--- config.mk ---
export PLATFORM = sky130hd
export DESIGN_NAME = alu_seq
export DESIGN_NICKNAME = d
export VERILOG_FILES = /design/src/rtl/alu_seq_pkg.sv /design/src/rtl/alu_mul_iter.sv /design/src/rtl/alu_seq.sv
export SDC_FILE = /design/constraint.sdc
export NUM_CORES = 1
export LEC_CHECK = 0
export ABC_AREA = 1
export CAP_MARGIN = 30
export CORE_UTILIZATION = 55
export CTS_CLUSTER_DIAMETER = 80
export DETAILED_ROUTE_END_ITERATION = 12
export GPL_TIMING_DRIVEN = 0
export PLACE_DENSITY_LB_ADDON = 0.25
export SKIP_LAST_GASP = 1
export SLEW_MARGIN = 0
export SYNTH_ARGS = -nofsm -noshare
export SYNTH_HDL_FRONTEND = slang
export SYNTH_SLANG_ARGS = --single-unit
export TNS_END_PERCENT = 10
--- constraint.sdc ---
create_clock -name clk -period 2.76 [get_ports clk]
set_input_delay 0.552 -clock clk [delete_from_list [all_inputs] [get_ports clk]]
set_output_delay 0.552 -clock clk [all_outputs]
set_load 0.02 [all_outputs]
--- src/rtl/alu_seq_pkg.sv ---
// Shared opcodes, FSM states and flag layout for alu_seq.
// The MUL_RUN state exists only when ALU_SEQ_MUL_EN is defined.
package alu_seq_pkg;

  typedef enum logic [3:0] {
    OP_ADD  = 4'd0,
    OP_SUB  = 4'd1,
    OP_SLL  = 4'd2,
    OP_SRL  = 4'd3,
    OP_AND  = 4'd4,
    OP_OR   = 4'd5,
    OP_XOR  = 4'd6,
    OP_EQL  = 4'd7,
    OP_SRA  = 4'd8,
    OP_SLT  = 4'd9,
    OP_SLTU = 4'd10,
    OP_MUL  = 4'd11
  } op_e;

`ifdef ALU_SEQ_MUL_EN
  typedef enum logic {
    ST_IDLE    = 1'b0,
    ST_MUL_RUN = 1'b1
  } state_e;
`else
  typedef enum logic {
    ST_IDLE = 1'b0
  } state_e;
`endif

  localparam int FLAG_CARRY = 3;
  localparam int FLAG_OVF   = 2;
  localparam int FLAG_NEG   = 1;
  localparam int FLAG_ZERO  = 0;

  function automatic logic [3:0] pack_flags(input logic c, input logic v,
                                            input logic n, input logic z);
    logic [3:0] f;
    f             = '0;
    f[FLAG_CARRY] = c;
    f[FLAG_OVF]   = v;
    f[FLAG_NEG]   = n;
    f[FLAG_ZERO]  = z;
    return f;
  endfunction

endpackage

--- src/rtl/alu_mul_iter.sv ---
// Iterative shift-add multiplier: one multiplier bit per cycle, WIDTH bits total.
// The first bit is consumed on the start edge, so done pulses WIDTH-1 edges later.
module alu_mul_iter
  import alu_seq_pkg::*;
#(
  parameter int WIDTH = 8
) (
  input  logic                 clk,
  input  logic                 rst_n,
  input  logic                 start,
  input  logic [WIDTH-1:0]     a,
  input  logic [WIDTH-1:0]     b,
  output logic                 done,
  output logic [2*WIDTH-1:0]   product
);
  localparam int CW = $clog2(WIDTH);

  logic [WIDTH-1:0]   mcand_q;
  logic [2*WIDTH-1:0] prod_q;
  logic [2*WIDTH-1:0] prod_d;
  logic [CW-1:0]      cnt_q;
  logic               busy_q;
  logic               done_q;

  // Upper half accumulates the multiplicand, then the whole register shifts right.
  function automatic logic [2*WIDTH-1:0] shift_add(input logic [2*WIDTH-1:0] p,
                                                   input logic [WIDTH-1:0]   m);
    logic [WIDTH:0] sum;
    sum = {1'b0, p[2*WIDTH-1:WIDTH]} + (p[0] ? {1'b0, m} : '0);
    return {sum, p[WIDTH-1:1]};
  endfunction

  always_comb begin
    prod_d = shift_add(prod_q, mcand_q);
    if (start) begin
      prod_d = shift_add({{WIDTH{1'b0}}, b}, a);
    end
  end

  always_ff @(posedge clk) begin
    if (!rst_n) begin
      busy_q <= 1'b0;
      done_q <= 1'b0;
      cnt_q  <= '0;
    end else begin
      done_q <= 1'b0;
      if (start) begin
        busy_q <= 1'b1;
        cnt_q  <= CW'(WIDTH - 1);
      end else if (busy_q) begin
        cnt_q <= cnt_q - 1'b1;
        if (cnt_q == CW'(1)) begin
          busy_q <= 1'b0;
          done_q <= 1'b1;
        end
      end
    end
  end

  always_ff @(posedge clk) begin
    if (start) begin
      mcand_q <= a;
      prod_q  <= prod_d;
    end else if (busy_q) begin
      prod_q <= prod_d;
    end
  end

  assign done    = done_q;
  assign product = prod_q;

endmodule

--- src/rtl/alu_seq.sv ---
// Handshaked ALU with registered result/flags; MUL uses an iterative multiplier
// when ALU_SEQ_MUL_EN is defined, otherwise opcode 11 reports err like 12..15.
module alu_seq
  import alu_seq_pkg::*;
#(
  parameter int WIDTH = 8
) (
  input  logic             clk,
  input  logic             rst_n,
  input  logic             in_valid,
  output logic             in_ready,
  input  logic [3:0]       op,
  input  logic [WIDTH-1:0] a,
  input  logic [WIDTH-1:0] b,
  output logic             out_valid,
  input  logic             out_ready,
  output logic [WIDTH-1:0] result,
  output logic [WIDTH-1:0] result_hi,
  output logic [3:0]       flags,
  output logic             err
);
  state_e                  state_q;
  logic                    out_valid_q;
  logic [WIDTH-1:0]        result_q;
  logic [WIDTH-1:0]        result_hi_q;
  logic [3:0]              flags_q;
  logic                    err_q;
  logic                    accept;

  logic [WIDTH-1:0]        res_d;
  logic [3:0]              flags_d;
  logic                    err_d;
  logic                    carry_d;
  logic                    ovf_d;
  logic [WIDTH:0]          sum_w;
  logic [WIDTH:0]          diff_w;
  logic signed [WIDTH-1:0] a_s;
  logic signed [WIDTH-1:0] b_s;
  logic signed [WIDTH-1:0] sra_w;
  logic                    shift_oob;

  // in_ready looks straight through to out_ready so a retiring result frees the slot.
  assign in_ready = (state_q == ST_IDLE) && (!out_valid_q || out_ready);
  assign accept   = in_valid && in_ready;

  assign a_s       = $signed(a);
  assign b_s       = $signed(b);
  assign sum_w     = {1'b0, a} + {1'b0, b};
  assign diff_w    = {1'b0, a} - {1'b0, b};
  assign sra_w     = a_s >>> b;
  assign shift_oob = (65'(b) >= 65'(WIDTH));

  always_comb begin
    res_d   = '0;
    carry_d = 1'b0;
    ovf_d   = 1'b0;
    err_d   = 1'b0;
    case (op)
      OP_ADD: begin
        res_d   = sum_w[WIDTH-1:0];
        carry_d = sum_w[WIDTH];
        ovf_d   = (a[WIDTH-1] == b[WIDTH-1]) && (sum_w[WIDTH-1] != a[WIDTH-1]);
      end
      OP_SUB: begin
        res_d   = diff_w[WIDTH-1:0];
        carry_d = diff_w[WIDTH];
        ovf_d   = (a[WIDTH-1] != b[WIDTH-1]) && (diff_w[WIDTH-1] != a[WIDTH-1]);
      end
      OP_SLL:  res_d = shift_oob ? '0 : (a << b);
      OP_SRL:  res_d = shift_oob ? '0 : (a >> b);
      OP_AND:  res_d = a & b;
      OP_OR:   res_d = a | b;
      OP_XOR:  res_d = a ^ b;
      OP_EQL:  res_d[0] = (a == b);
      OP_SRA:  res_d = shift_oob ? {WIDTH{a[WIDTH-1]}} : sra_w;
      OP_SLT:  res_d[0] = (a_s < b_s);
      OP_SLTU: res_d[0] = (a < b);
      default: err_d = 1'b1;
    endcase
    flags_d = err_d ? 4'b0000 : pack_flags(carry_d, ovf_d, res_d[WIDTH-1], ~|res_d);
  end

`ifdef ALU_SEQ_MUL_EN
  logic               mul_start;
  logic               mul_done;
  logic [2*WIDTH-1:0] mul_prod;

  assign mul_start = accept && (op == OP_MUL);

  alu_mul_iter #(
    .WIDTH(WIDTH)
  ) u_mul (
    .clk    (clk),
    .rst_n  (rst_n),
    .start  (mul_start),
    .a      (a),
    .b      (b),
    .done   (mul_done),
    .product(mul_prod)
  );
`endif

  always_ff @(posedge clk) begin
    if (!rst_n) begin
      state_q     <= ST_IDLE;
      out_valid_q <= 1'b0;
      result_q    <= '0;
      result_hi_q <= '0;
      flags_q     <= '0;
      err_q       <= 1'b0;
    end else begin
      case (state_q)
        ST_IDLE: begin
          if (accept) begin
`ifdef ALU_SEQ_MUL_EN
            if (op == OP_MUL) begin
              state_q     <= ST_MUL_RUN;
              out_valid_q <= 1'b0;
            end else
`endif
            begin
              result_q    <= res_d;
              result_hi_q <= '0;
              flags_q     <= flags_d;
              err_q       <= err_d;
              out_valid_q <= 1'b1;
            end
          end else if (out_valid_q && out_ready) begin
            out_valid_q <= 1'b0;
          end
        end
`ifdef ALU_SEQ_MUL_EN
        ST_MUL_RUN: begin
          if (mul_done) begin
            result_q    <= mul_prod[WIDTH-1:0];
            result_hi_q <= mul_prod[2*WIDTH-1:WIDTH];
            flags_q     <= pack_flags(1'b0, 1'b0, mul_prod[2*WIDTH-1], ~|mul_prod);
            err_q       <= 1'b0;
            out_valid_q <= 1'b1;
            state_q     <= ST_IDLE;
          end
        end
`endif
        default: state_q <= ST_IDLE;
      endcase
    end
  end

  assign out_valid = out_valid_q;
  assign result    = result_q;
  assign result_hi = result_hi_q;
  assign flags     = flags_q;
  assign err       = err_q;

endmodule

### Word level (Yosys, flattened, before mapping)

Cells that the tools add are included.

* equality and inequality tests: 15
* shift-type cells: 3
* add/sub/neg operators: 2
* reduce and logical (&&, ||, !) cells: 11
* $lt $le $gt $ge: 3
* bitwise logic cells: 3
* muxes and demuxes: 11

Operators with widths (number)
* 7-bit one-hot mux with 8 select lines: 1
* 8-bit two-way mux: 3
* 4-bit by 3-bit == test with 1-bit output (second input constant): 4
* 8-bit < comparator: 2
* 4-bit == test (second input constant): 3
* 1-bit one-hot mux with 11 select lines: 1
* 11-bit OR reduction: 1
* 8-bit by 8-bit adder with 9-bit output: 1
* 8-bit by 8-bit subtractor with 9-bit output: 1
* 8-bit AND: 1
* 4-bit by 2-bit == test with 1-bit output (second input constant): 2
* 8-bit == test: 1
* 8-bit by 4-bit >= comparator with 1-bit output (second input constant): 1
* 8-bit OR: 1
* 8-bit OR reduction: 1
* 8-bit by 8-bit << shifter with 8-bit output: 1
* 8-bit by 8-bit right shift with 8-bit output: 1
* 8-bit by 8-bit >>> shifter with 8-bit output: 1
* 8-bit bitwise XOR: 1
* 4-bit by 1-bit == test with 1-bit output (second input constant): 1
* 1-bit logical AND: 4
* 4-bit zero test: 1
* 4-bit two-way mux: 1
* 1-bit one-hot mux with 2 select lines: 2
* other kinds (6): 11

* output and inout bits: 23
* input bits: 24
* logic and storage cells: 52
* bits in registers: 14

### Logic depth before layout (Yosys ltp)

Gate-level depths: netlist (run 1).

* depth in word-level cells: 6
* depth in mapped cells: 17
* depth with buffers taken out: 16

### Worst setup path before layout (run 1)

OpenSTA, ideal clock, no wires.

* path kind: input to register
* from: in b[1]
* to: reg flags_q[0] (netlist: flags[0])
* setup slack: 0.305 ns
* stages: 15
* setup time: 0.066 ns
* data arrival time: 2.389 ns
* path buffers: 2
* data required time: 2.694 ns
* path through: buf_4 clkinv_1 buf_4 fa_1 nand2_1 nand3_2 o21ai_1 nor2_1 nor2_1 nand2_1 nor3_2 nand2_1 nor2_1 nand3_1 a21oi_2

* longest elaborated chain between the ends: 6

Ends and longest elaborated chain
* from (decl): RTL line alu_seq.sv:14 `input logic [WIDTH-1:0] b,`
* 8-bit by 4-bit >= comparator with 1-bit output, or another cell as far along: RTL line alu_seq.sv:51 `assign shift_oob = (65'(b) >= 65'(WIDTH));`
* 8-bit two-way mux (on tied branches): RTL line alu_seq.sv:75, alu_seq.sv:69, alu_seq.sv:70
* 1-bit one-hot mux with 11 select lines or 7-bit one-hot mux with 8 select lines (tied branches): RTL line alu_seq.sv:58 `case (op)`
* 8-bit OR reduction (*): RTL line alu_seq.sv:80 `flags_d = err_d ? 4'b0000 : pack_flags(carry_d, ovf_d, res_d[WIDTH-1], ~|res_d);`
* 1-bit zero test (*): RTL line alu_seq.sv:80
* 4-bit two-way mux (*): RTL line alu_seq.sv:80
* to (signal assigned): RTL line alu_seq.sv:124 `flags_q <= flags_d;`
* to (decl): RTL line alu_seq.sv:26 `logic [3:0] flags_q;`

Every way passes the cells marked *; elsewhere a longest branch is shown, timed or not.
A chain may end at the register's enable or synchronous reset.

### Final worst setup path (run 1)

* from: in b[5]
* to: reg flags_q[0] (netlist: flags[0])

Same word-level chain as after synthesis.

==> impl_metrics.env, run 1 <==
export IMPL_finalWorstSetupSlack_ns=0.134
export IMPL_grt_pass1_wl_mm=13.2
export IMPL_status="completed"
export IMPL_max_cap_violations=0
export IMPL_ant_nets=0
export IMPL_reg2reg_to="result[1]"
export IMPL_cp_required_ns=2.95
export IMPL_rows=24
export IMPL_holdBufCountCts=0
export IMPL_multiInputGateArea_mm2=0.00209
export IMPL_dp_slack_ns=-0.793
export IMPL_track_usage=0.325
export IMPL_cp_end_kind="flop"
export IMPL_cp_start_kind="input port"
export IMPL_clkTransAtPathRegs_ns=0.06
export IMPL_regArea_um2=280
export IMPL_power_leakage_nw=1.69
export IMPL_grt_overflow=0
export IMPL_die_area_mm2=0.00512
export IMPL_finalHoldViolations=0
export IMPL_vias=3229
export IMPL_clockBufferDepth=2
export IMPL_fmax_mhz=381
export IMPL_layout_commonest_cell="nand2_1"
export IMPL_path_class="in -> reg"
export IMPL_pin_count=47
export IMPL_die_h_um=71.5
export IMPL_fin_crit_sh=0.951
export IMPL_hold_end="result[7]"
export IMPL_cts_root_buf="clkbuf_8"
export IMPL_drtPass1Iterations=5
export IMPL_drcViolationCount=0
export IMPL_startpoint="b[5]"
export IMPL_min_period_ns=2.63
export IMPL_synth_area_per_cell_um2=5.75
export IMPL_cts_sinks=14
export IMPL_hold_path_depth=2
export IMPL_ys_seq_area_frac=0.105
export IMPL_gp_congestion=0.986
export IMPL_totalWireLength_mm=8.07
export IMPL_start_util=0.591
export IMPL_slew_violations=0
export IMPL_setup_viol=0
export IMPL_fin_util=0.725
export IMPL_insertion_delay_ns=0.25
export IMPL_regToRegSetupSlack_ns=1.11
export IMPL_fill_cells=423
export IMPL_critical_path_max_fanout=7
export IMPL_numCtsBuffers=3
export IMPL_drive_above_1_share=0.158
export IMPL_synth_top_area_frac=0.171
export IMPL_grt_antenna_before_repair=0
export IMPL_synth_cell_types=38
export IMPL_synthTopCellsByArea="nand2_1 17%, nand3_1 12%, ha_1 11%"
export IMPL_chipWidth_um=71.5
export IMPL_reg2reg_depth=7
export IMPL_yosysWarnings=0
export IMPL_core_area_mm2=0.00450
export IMPL_cts_tree="done"
export IMPL_via_per_inst=5.70
export IMPL_hold_class="reg -> reg"
export IMPL_clock_skew_ns=0.00358
export IMPL_syn_area_mm2=0.00266
export IMPL_ir_worst_vdd_mv=0.228
export IMPL_grt_pass1_vias=2806
export IMPL_fin_nets=565
export IMPL_dr_first_iter_drc_count=355
export IMPL_layout_common_cells="120 x nand2_1, 62 x nand3_1, 46 x nor2_1, 42 x inv_1, 29 x a21oi_1"
export IMPL_area_growth_pct=22.7
export IMPL_min_from="result[7]"
export IMPL_r2r_start="out_valid"
export IMPL_grt_max_degree=13
export IMPL_synth_seq_cells=14
export IMPL_antenna_cells=0
export IMPL_place_detailed_hpwl_mm=6.58
export IMPL_post_drt_wl_per_cell_um=14.3
export IMPL_crit_arrival_ns=2.81
export IMPL_syn_inst=463
export IMPL_cts_htree_levels=1
export IMPL_yosysTopAreaCell="nand2_1"
export IMPL_p_per_area_mw_per_mm2=275
export IMPL_numPortBuffers=38
critical path: stages:
cell and delay [ns]:
clkdlybuf4s50_1 0.51, inv_1 0.08, ha_1 0.38, inv_1 0.15
a21oi_2 0.21, nand2_1 0.10, o21ai_1 0.17, nand3_1 0.10
nor2_1 0.18, nand2_1 0.09, nor2_1 0.09, nand3_1 0.08
a21oi_2 0.11
where the power goes:
part	leakage (nW)	internal (mW)	total, mW	switching [mW]
combinational	1.55	0.179	0.472	0.294
sequential	0.115	0.215	0.222	0.00640
clock	0.0288	0.127	0.205	0.0785
how the worst max path moves through the flow:
stage	to	cells past startpoint
5_1_grt	flags[0]	14
2_1_floorplan	flags[0]	15
3_3_place_gp	flags[0]	16
6_report	flags[0]	13
3_5_place_dp	flags[0]	16
4_1_cts	flags[0]	16
through the flow:
| step | power (mW) | hold slack [ns] | instances | setup TNS [ns] | area (um^2) |
|---|---|---|---|---|---|
| after CTS | 0.880 | 0.471 | 563 | 0 | 3190 |
| after global placement | 0.666 | 0.457 | 560 | -4.49 | 3130 |
| final | 0.899 | 0.466 | 566 | 0 | 3260 |
| after detailed placement | 0.674 | 0.462 | 560 | -4.85 | 3130 |
| after global routing | 0.961 | 0.490 | 566 | -0.0231 | 3260 |
| after floorplan | 0.527 | 0.545 | 470 | 0 | 2690 |
layer usage:
metal / GRT usage / share of wire
met2: 0.543 / 0.47
met5: 0 / 0
met1: 0.451 / 0.43
met4: 0.0654 / 0.013
met3: 0.0436 / 0.087
synth_stat cells (all sizes together):
master	instances
nor2	62
xnor2	1
clkbuf	1
nand3	68
ha	24
o211ai	3
nor3	3
conb	1
a31oi	1
o21bai	1
nand4	10
or2	3
clkinv	1
xor2	3
a21oi	31
dfxtp	14
buf	21
o21ai	28
o22ai	1
inv	52
o31ai	1
and3	1
nand3b	1
fa	2
o21a	1
nand2	128
repair_timing:
action,in CTS,in global routing
pin swaps,2,4
cloned,0,0
endpoints found under the setup margin,12,8
setup buffers,0,3
resized for setup,17,24
state kept, by name, summed over array words and instances (netlist names):
name,flops
result,8
err,1
flags,4
out_valid,1
kinds of logic after synthesis:
family | share of synthesized area
and+or+nand+nor | 0.482
buffers and inverters | 0.135
AOI/OAI and AO/OA | 0.135
adders and majority gates | 0.128
DFF | 0.105
xor gates and xnor gates | 0.0132
other | 0.00141
final cells by class:
cell class | instances | share of cell area
Multi-Input combinational cell | 381 | 0.639
Sequential cell | 14 | 0.0859
Inverter | 53 | 0.0632
Timing Repair Buffer | 41 | 0.123
Clock buffer | 4 | 0.0169
Tap cell | 52 | 0.0199
Buffer | 21 | 0.0517
Note: power is estimated with default switching activity, not from simulation.
==> run 2, diff against run 1 <==
Settings changed: CTS_CLUSTER_DIAMETER 80 to 150.
==> results of run 2 <==
The final DEF is identical to that of run 1; final timing and power are the same.
==> run 3, diff against run 2 <==
Settings changed: CORE_MARGIN set to 3.
==> run 3 against run 2 <==
Against the previous run: clock-buffer cell count unchanged; cell area up 1.9%; sequential share of layout area down 0.16 points; setup slack better by 0.0059 ns; combinational power up 4.2%; die area up 11%.
==> impl_metrics.env, run 3 (synthesis results as in run 1) <==
export IMPL_dr_first_iter_drc_count=336
export IMPL_grt_pass1_vias=2932
export IMPL_grt_antenna_before_repair=0
export IMPL_crit_path_cell_trace="clkdlybuf4s15_1 > ha_1 > fa_1 > nand3_1 > nand2_1 > a21oi_1 > o21bai_1 > nor2_1 > nor2_1 > nor2_1 > nand2_1 > nor2_1 > nand3_1 > a21oi_2"
export IMPL_max_cap_violations=0
export IMPL_cts_root_buf="clkbuf_8"
export IMPL_cp_end_kind="flop"
export IMPL_insertion_delay_ns=0.25
export IMPL_slew_violations=0
export IMPL_rsz0062_at_grt="false"
export IMPL_wl_met2_mm=3.89
export IMPL_place_detailed_hpwl_mm=6.68
export IMPL_vias=3330
export IMPL_holdBufCountCts=0
export IMPL_min_period_ns=2.62
export IMPL_rows=24
export IMPL_numPortBuffers=38
export IMPL_core_area_mm2=0.00450
export IMPL_die_h_um=75.5
export IMPL_track_usage=0.300
export IMPL_met1_length_mm=3.57
export IMPL_ir_worst_vdd_mv=0.341
export IMPL_placed_area_mm2=0.00313
export IMPL_finalWorstSetupSlack_ns=0.140
export IMPL_drtPass1Iterations=5
export IMPL_cts_sinks=14
export IMPL_area_growth_pct=25.0
export IMPL_grt_pass1_wl_mm=13.4
export IMPL_start_util=0.591
export IMPL_stdcell_area_mm2=0.00333
export IMPL_highest_layer="met4"
export IMPL_crit_arrival_ns=2.80
export IMPL_dp_slack_ns=-0.791
export IMPL_hold_class="reg -> reg"
export IMPL_clockBufferDepth=2
export IMPL_die_area_mm2=0.00571
export IMPL_via_per_inst=5.84
export IMPL_cp_start_kind="input port"
export IMPL_drcViolationCount=0
export IMPL_wl_met3_um=816
export IMPL_totalWireLength_mm=8.64
export IMPL_clkTransAtPathRegs_ns=0.06
export IMPL_clock_skew_ns=0.00150
export IMPL_cp_required_ns=2.94
export IMPL_critPathMaxStageDelay_ns=0.42
export IMPL_fin_crit_sh=0.949
export IMPL_antenna_cells=0
export IMPL_ant_nets=0
export IMPL_crit_top_cell="nor2_1"
export IMPL_post_drt_wl_per_cell_um=15.2
export IMPL_place_inst=560
export IMPL_p_per_area_mw_per_mm2=275
export IMPL_gp_congestion=0.978
export IMPL_fin_util=0.738
export IMPL_cts_htree_levels=1
export IMPL_layout_commonest_cell="nand2_1"
export IMPL_fmax_mhz=382
export IMPL_pin_count=47
export IMPL_grt_overflow=0
export IMPL_cts_tree="done"
export IMPL_finalHoldViolations=0
export IMPL_fill_cells=417
export IMPL_status="completed"
export IMPL_crit_slowest_cell="fa_1"
export IMPL_hold_path_depth=2
export IMPL_fin_nets=569
export IMPL_chipWidth_um=75.5
export IMPL_largest_reg_flops=8
export IMPL_fin_cells=570
export IMPL_grt_max_degree=13
export IMPL_path_class="in -> reg"
export IMPL_reg2reg_depth=7
export IMPL_numCtsBuffers=3
export IMPL_critical_path_max_fanout=5
export IMPL_drive_above_1_share=0.172
export IMPL_setup_viol=0
export IMPL_layout_common_cells="120 x nand2_1, 62 x nand3_1, 46 x nor2_1, 41 x inv_1, 28 x a21oi_1"
export IMPL_power_leakage_nw=1.74
run 3: cell types whose count changed in the layout (fill, tap and decap cells not counted), moves of 2 or more:
cell             delta
buf_4               +4
o21ai_0             +2
o21ai_1             -2
dlygate4sd2_1       -3
clkdlybuf4s50_1     -2
dlymetal6s2s_1      +4
run 3: final timing paths:
path         slack [ns]         to  startpoint
min reg2reg        0.48   flags[2]    flags[2]
max                0.14   flags[0]        b[0]
min                0.48   flags[2]    flags[2]
max reg2reg        1.11  result[1]   out_valid
run 3: per-layer routing:
metal	vias up	GRT usage
met1	1502	0.415
met4	0	0.0816
met5	-	0
li1	1601	-
met3	38	0.0594
met2	189	0.476
run 3: metrics by stage:
stage / setup TNS, ns / total power, mW / hold WS (ns)
after floorplan: 0 / 0.527 / 0.545
after global placement: -4.53 / 0.666 / 0.458
after detailed placement: -4.73 / 0.674 / 0.469
after CTS: 0 / 0.877 / 0.479
after global routing: 0 / 0.973 / 0.497
final: 0 / 0.914 / 0.477
run 3: power breakdown:
| part | switching, mW | internal (mW) | leakage (nW) | total (mW) |
|---|---|---|---|---|
| Combinational | 0.304 | 0.188 | 1.60 | 0.492 |
| Clock | 0.0738 | 0.126 | 0.0288 | 0.200 |
| Sequential | 0.00660 | 0.215 | 0.115 | 0.222 |
run 3: critical path, delay by kind of cell:
kind / cells / cell delay, ns
AOI/OAI and AO/OA: 3 / 0.40
and+or+nand+nor: 8 / 0.85
adders and majority gates: 2 / 0.72
buffers and inverters: 1 / 0.28
run 3: final cells by class:
| class | count | area [um^2] | area share |
|---|---|---|---|
| Sequential cell | 14 | 280 | 0.0843 |
| Multi-Input combinational cell | 381 | 2110 | 0.633 |
| Clock buffer | 4 | 55.1 | 0.0166 |
| Inverter | 53 | 209 | 0.0628 |
| Buffer | 22 | 176 | 0.0530 |
| Tap cell | 52 | 65.1 | 0.0196 |
| Timing Repair Buffer | 44 | 434 | 0.131 |
run 3: timing repair:
action / CTS / global route
pin swaps: 2 / 4
gates resized for setup: 19 / 29
setup endpoints to repair: 11 / 7
setup buffers: 0 / 6
hold endpoints to repair: 0 / 0
